==> src/rtl/f_fetch_pkg.sv <==
// Shared constants for the fetch stage: default address map and FSM encodings.
// The optional address-error check is enabled by defining FETCH_EXC_EN.
package f_fetch_pkg;

  localparam logic [31:0] ResetPcDefault = 32'h0000_3000;
  localparam logic [31:0] PcMinDefault   = 32'h0000_3000;
  localparam logic [31:0] PcMaxDefault   = 32'h0000_6FFC;

  // IDLE: nothing outstanding; BUSY: outstanding, data kept; DROP: outstanding, data discarded.
  localparam logic [1:0] StIdle = 2'd0;
  localparam logic [1:0] StBusy = 2'd1;
  localparam logic [1:0] StDrop = 2'd2;

  function automatic logic [31:0] pc_step(input logic [31:0] pc);
    return pc + 32'd4;
  endfunction

endpackage

==> src/rtl/f_addr_chk.sv <==
// Combinational fetch-address checker: flags misaligned or out-of-window PCs.
// Instantiated by f_fetch only when FETCH_EXC_EN is defined.
module f_addr_chk
  import f_fetch_pkg::*;
#(
  parameter logic [31:0] PC_MIN = PcMinDefault,
  parameter logic [31:0] PC_MAX = PcMaxDefault
) (
  input  logic [31:0] pc,
  output logic        bad
);

  assign bad = (pc[1:0] != 2'b00) || (pc < PC_MIN) || (pc > PC_MAX);

endmodule

==> src/rtl/f_fetch.sv <==
// Fetch stage: PC, req/ack instruction-memory port and a one-entry buffer feeding D.
// Define FETCH_EXC_EN to turn illegal fetch addresses into buffered address-error entries.
module f_fetch
  import f_fetch_pkg::*;
#(
  parameter logic [31:0] RESET_PC = ResetPcDefault,
  parameter logic [31:0] PC_MIN   = PcMinDefault,
  parameter logic [31:0] PC_MAX   = PcMaxDefault
) (
  input  logic        clk,
  input  logic        reset,
  input  logic        stall,
  input  logic        redirect,
  input  logic [31:0] redirect_pc,
  output logic        im_req,
  output logic [31:0] im_addr,
  input  logic        im_ack,
  input  logic [31:0] im_rdata,
  output logic [31:0] instr_out,
  output logic [31:0] PC_out,
  output logic        f_valid,
  output logic        exc_adel
);

  logic [1:0]  state_q, state_d;
  logic [31:0] pc_q, pc_d;
  logic        pend_valid_q, pend_valid_d;
  logic [31:0] pend_pc_q, pend_pc_d;
  logic        buf_valid_q, buf_valid_d;
  logic [31:0] buf_instr_q, buf_instr_d;
  logic [31:0] buf_pc_q, buf_pc_d;
  logic        buf_exc_q, buf_exc_d;

  logic room, redir, issue_idle, addr_bad, ack, exc_load, land, kill;

`ifdef FETCH_EXC_EN
  f_addr_chk #(
    .PC_MIN(PC_MIN),
    .PC_MAX(PC_MAX)
  ) u_addr_chk (
    .pc (pc_q),
    .bad(addr_bad)
  );
  assign exc_adel = buf_valid_q & buf_exc_q;
`else
  logic unused_cfg;
  assign addr_bad   = 1'b0;
  assign exc_adel   = 1'b0;
  assign unused_cfg = ^{PC_MIN, PC_MAX, buf_exc_q};
`endif

  assign room       = !buf_valid_q || !stall;
  assign redir      = redirect && !stall;
  assign issue_idle = (state_q == StIdle) && room;
  assign im_req     = reset && ((issue_idle && !addr_bad) || (state_q == StBusy) ||
                                (state_q == StDrop));
  assign im_addr    = pc_q;
  assign ack        = im_ack && im_req;
  assign exc_load   = issue_idle && addr_bad;
  // A word lands on an ack outside DROP, or immediately when the issue check rejects the PC.
  assign land       = (ack && (state_q != StDrop)) || exc_load;
  // The buffer already holds the delay slot, so whatever is in flight must die.
  assign kill       = redir && buf_valid_q;

  always_comb begin
    state_d      = state_q;
    pc_d         = pc_q;
    pend_valid_d = pend_valid_q;
    pend_pc_d    = pend_pc_q;
    buf_valid_d  = buf_valid_q;
    buf_instr_d  = buf_instr_q;
    buf_pc_d     = buf_pc_q;
    buf_exc_d    = buf_exc_q;

    if (buf_valid_q && !stall) begin
      buf_valid_d = 1'b0;
    end

    if (land) begin
      if (!kill) begin
        buf_valid_d = 1'b1;
        buf_instr_d = exc_load ? 32'h0 : im_rdata;
        buf_pc_d    = pc_q;
        buf_exc_d   = exc_load;
      end
      if (redir) begin
        pc_d = redirect_pc;
      end else if (pend_valid_q) begin
        pc_d = pend_pc_q;
      end else begin
        pc_d = pc_step(pc_q);
      end
      pend_valid_d = 1'b0;
      state_d      = StIdle;
    end else if (im_req && (state_q != StDrop)) begin
      state_d = kill ? StDrop : StBusy;
      if (redir) begin
        pend_pc_d    = redirect_pc;
        pend_valid_d = !kill;
      end
    end else if ((state_q == StDrop) && ack) begin
      pc_d         = pend_pc_q;
      pend_valid_d = 1'b0;
      state_d      = StIdle;
    end
  end

  always_ff @(posedge clk) begin
    if (!reset) begin
      state_q      <= StIdle;
      pc_q         <= RESET_PC;
      pend_valid_q <= 1'b0;
      pend_pc_q    <= 32'h0;
      buf_valid_q  <= 1'b0;
      buf_instr_q  <= 32'h0;
      buf_pc_q     <= 32'h0;
      buf_exc_q    <= 1'b0;
    end else begin
      state_q      <= state_d;
      pc_q         <= pc_d;
      pend_valid_q <= pend_valid_d;
      pend_pc_q    <= pend_pc_d;
      buf_valid_q  <= buf_valid_d;
      buf_instr_q  <= buf_instr_d;
      buf_pc_q     <= buf_pc_d;
      buf_exc_q    <= buf_exc_d;
    end
  end

  assign f_valid   = buf_valid_q;
  assign instr_out = buf_valid_q ? buf_instr_q : 32'h0;
  assign PC_out    = buf_valid_q ? buf_pc_q : 32'h0;

endmodule
==> config.mk <==
export PLATFORM = sky130hd
export DESIGN_NAME = f_fetch
export DESIGN_NICKNAME = d
export VERILOG_FILES = /design/src/rtl/f_fetch_pkg.sv /design/src/rtl/f_addr_chk.sv /design/src/rtl/f_fetch.sv
export SDC_FILE = /design/constraint.sdc
export NUM_CORES = 1
export LEC_CHECK = 0
export CORE_MARGIN = 10
export CORE_UTILIZATION = 53
export CTS_CLUSTER_SIZE = 12
export DETAILED_ROUTE_END_ITERATION = 8
export HOLD_SLACK_MARGIN = 0.12
export PLACE_DENSITY = 0.86
export SYNTH_ARGS = -nofsm -noshare
export SYNTH_HDL_FRONTEND = slang
export SYNTH_SLANG_ARGS = --single-unit
export TNS_END_PERCENT = 20
==> constraint.sdc <==
create_clock -name clk -period 8.3 [get_ports clk]
set_clock_uncertainty 0.05 [all_clocks]
set_input_delay 0.83 -clock clk [delete_from_list [all_inputs] [get_ports clk]]
set_output_delay 0.83 -clock clk [all_outputs]
set_load 0.03 [all_outputs]
==> flow_summary_export.csv <==
group,metric,value,unit
routing,via_count,6847,
grt,grt_pass1_wl,32130,um
pwr,irDropWorstVdd,169.2,uV
logic_synthesis,synth_area,6495,sq um
sta,relSlewSlack,18.13,%
clock_network,cts_made_buffers,17,
logic_synthesis,yosys_warnings,0,
min_path,worstHoldStart,"buf_pc_q[8]",
placed_design,gp_congestion,0.9469,
critical_path,cpPeakStageDelay,1080,ps
sta,fin_hold_ws,397.4,ps
logic_synthesis,synthCells,881,
clock_network,cts-root-buf,"clkbuf_16",
critical_path,end_kind,"output port",
logic_synthesis,synth_top_family_by_area,"simple AND/OR/NAND/NOR gates",
finish,area_growth,36.35,%
logic_synthesis,synthArstFlopShare,0,%
clock_network,cts_resized,0,
pwr,sequentialPowerShare,39.3,%
logic_synthesis,synth_compound_area_share,21.44,%
pwr,p_switching,438.6,uW
logic_synthesis,synth-seq-area-share,40.69,%
grt,grt_max_degree,89,
clock_network,clk_latency,410,ps
logic_synthesis,ys_types,57,
finish,nNetsFinal,1077,
finish,n_antenna_cell,0,
sta,slew_viol_final,0,
routing,via_per_inst,5.867,
critical_path,start_kind,"input port",
logic_synthesis,syn_nets,951,
logic_synthesis,synth_most_common_cell,"nand2_1",
logic_synthesis,muxShareOfSynthArea,0.9247,%
critical_path,critical_path_class,"in2out",
logic_synthesis,synth_edf_count,0,
placed_design,dp_cells,1135,
routing,firstDrtPassIters,6,
routing,drtIter0Drc,878,
sta,max_freq,230.7,MHz
logic_synthesis,synth_common_cells,"nand2_1 (235), a21oi_1 (132), dfxtp_1 (132)",
finish,drive_above_1_share,5.196,%
logic_synthesis,syn_avg_cell_area,7.372,sq um
critical_path,startpoint,"reset",
clock_network,cts_max_level,4,
grt,overflow,0,
clock_network,clk_pin_slew,50,ps
logic_synthesis,synth-simple-area-share,29.67,%
pwr,total_power,1768,uW
sta,worstMarginPinSlew,1217,ps
pwr,powerDensity,199.7,nW/um^2
grt,grt_busiest_layer,"met2",
sta,fin_crit_sh,52.21,%
critical_path,cp_common_cell,"clkdlybuf4s50_1",
critical_path,r2r-start,"f_valid",
logic_synthesis,synth_fa_ha_area_share,0.1926,%
logic_synthesis,synth_xor_area_share,2.292,%
grt,antenna_found_initial,0,
clock_network,cts_sinks,132,
floorplanning,die_w,130.7,um
pwr,leakage,0.003049,uW
grt,grtUsageMet2,36.78,%
logic_synthesis,synthTopCellsByArea,"dfxtp_1 (41%), nand2_1 (14%), a21oi_1 (10%), and2_1 (6.5%), clkbuf_1 (3.6%)",
grt,grt_use_total,23.39,%
logic_synthesis,ys.flop_type,"dfxtp_1",
clock_network,hold_buffers,0,
pwr,power.share.clock,48.5,%
sta,hold_violations,0,
routing,drc_errors,0,
logic_synthesis,synth.largest_area_cell,"dfxtp_1",
critical_path,worstPathArrival,3450,ps
min_path,hold_path_class,"reg2reg",
run,max_cap_violations,0,
floorplanning,die-area,17080,sq um
routing,routedWlPerCell,17.94,um
grt,grt_use_met1,29.02,%
placed_design,hpwl,13890,um
floorplanning,rows,40,
clock_network,clk_path_buf_depth,2,
clock_network,post_cts_buffers,0,
routing,route.final.wire_length,20940,um
sta,rsz0062_at_grt,"false",
sta,setup_tns,0,ps
sta,period_needed,4334,ps
critical_path,worstPathRequired,7420,ps
floorplanning,coreArea,12010,sq um
floorplanning,ios,168,
placed_design,port_buffers,166,
grt,grt_use_met3,7.252,%
finish,finalNonFillerCells,1167,
floorplanning,die_h,130.7,um
pwr,swShare,24.80,%
clock_network,cts_tree,"yes",
pwr,p_int,1330,uW
grt,grt_pass1_vias,6183,
sta,setup_viol,0,
pwr,pwr-share-comb,12.2,%
critical_path,path_cells,"clkdlybuf4s50_1 > clkinv_2 > nor2_1 > clkdlybuf4s50_1",
logic_synthesis,yosys_register_bits,132,
critical_path,cp_slowest_cell,"clkdlybuf4s50_1",
logic_synthesis,synth_top_cell_area_share,40.69,%
routing,drtAntennaViolNets,0,
critical_path,worstPathMaxFanout,26,
run_status,status,"finished clean",
floorplanning,start_util,54.07,%
final timing paths:
path,cells after the start,slack [ps],to
worst min-delay path,2,400,buf_pc_q[8]
worst min register to register,2,400,buf_pc_q[8]
worst max register to register,6,4860,im_addr[29]
worst max-delay path,4,3970,im_req
area by class of cell:
cell class                 instances  area (sq um)
fill                             909          3156
timing repair buffer             177          1744
clock buffer                      20         456.7
sequential                       132          2644
multi-input combinational        669          3563
tap                              147         183.9
inverter                          10         38.79
clock inverter                    12         225.2
power by group through the flow:
stage | Sequential [uW] | Clock (uW) | Combinational (uW)
6_report | 695 | 858 | 215
5_1_grt | 699 | 896 | 231
4_1_cts | 694 | 865 | 213
3_5_place_dp | 707 | 0 | 211
3_3_place_gp | 706 | 0 | 209
2_1_floorplan | 708 | 0 | 111
metal layers:
layer / vias up / wire (um)
met1: 3055 / 8527
met4: 0 / 544
met3: 66 / 2469
li1: 3286 / -
met2: 440 / 9397
met5: - / 0
stage by stage:
step	util (%)	setup WS, ps	instance area (sq um)
final	73.73	3966	8856
after floorplan	-	5424	6495
after global placement	68.05	4093	8174
after CTS	73.73	4027	8856
after global routing	73.73	3822	8856
after detailed placement	68.05	4002	8174
worst max-delay path: cells and delay by family:
kind,cells,cell delay [ps]
and+or+nand+nor,1,240
buffers and inverters,3,2380
cell usage in the layout (no fill, tap or decap), types with 6 or more instances in the layout:
master / Yosys / routed
a211oi_1: 11 / 11
a21oi_1: 132 / 131
a31oi_1: 8 / 8
and2_1: 68 / 68
buf_4: 1 / 11
bufinv_16: 0 / 6
clkbuf_16: 0 / 17
clkdlybuf4s50_1: 0 / 166
dfxtp_1: 132 / 131
inv_1: 10 / 9
mux2i_1: 6 / 6
nand2_1: 235 / 234
nand2b_1: 7 / 7
nand3_1: 17 / 17
nand4_1: 10 / 10
nor2_1: 18 / 18
nor3_1: 12 / 11
nor4_1: 8 / 8
o211ai_1: 12 / 12
o21ai_0: 37 / 37
xnor2_1: 13 / 13
logic make-up (layout without fill, tap and decap cells):
| kind of cell | count (synthesis) | after routing |
|---|---|---|
| compound gates | 237 | 237 |
| flops | 132 | 132 |
| buf+inv | 80 | 219 |
| fa+ha+maj | 1 | 1 |
| mux | 6 | 6 |
| other cells | 1 | 1 |
| xor+xnor | 17 | 17 |
| simple gates | 407 | 407 |
registers in the layout (all words and copies together), names as in the netlist:
name / flops
buf_pc_q: 32
f_valid: 1
pend_valid_q: 1
pend_pc_q: 32
state_q: 2
buf_instr_q: 32
im_addr: 32
Note: power is estimated with default switching activity, not from simulation.
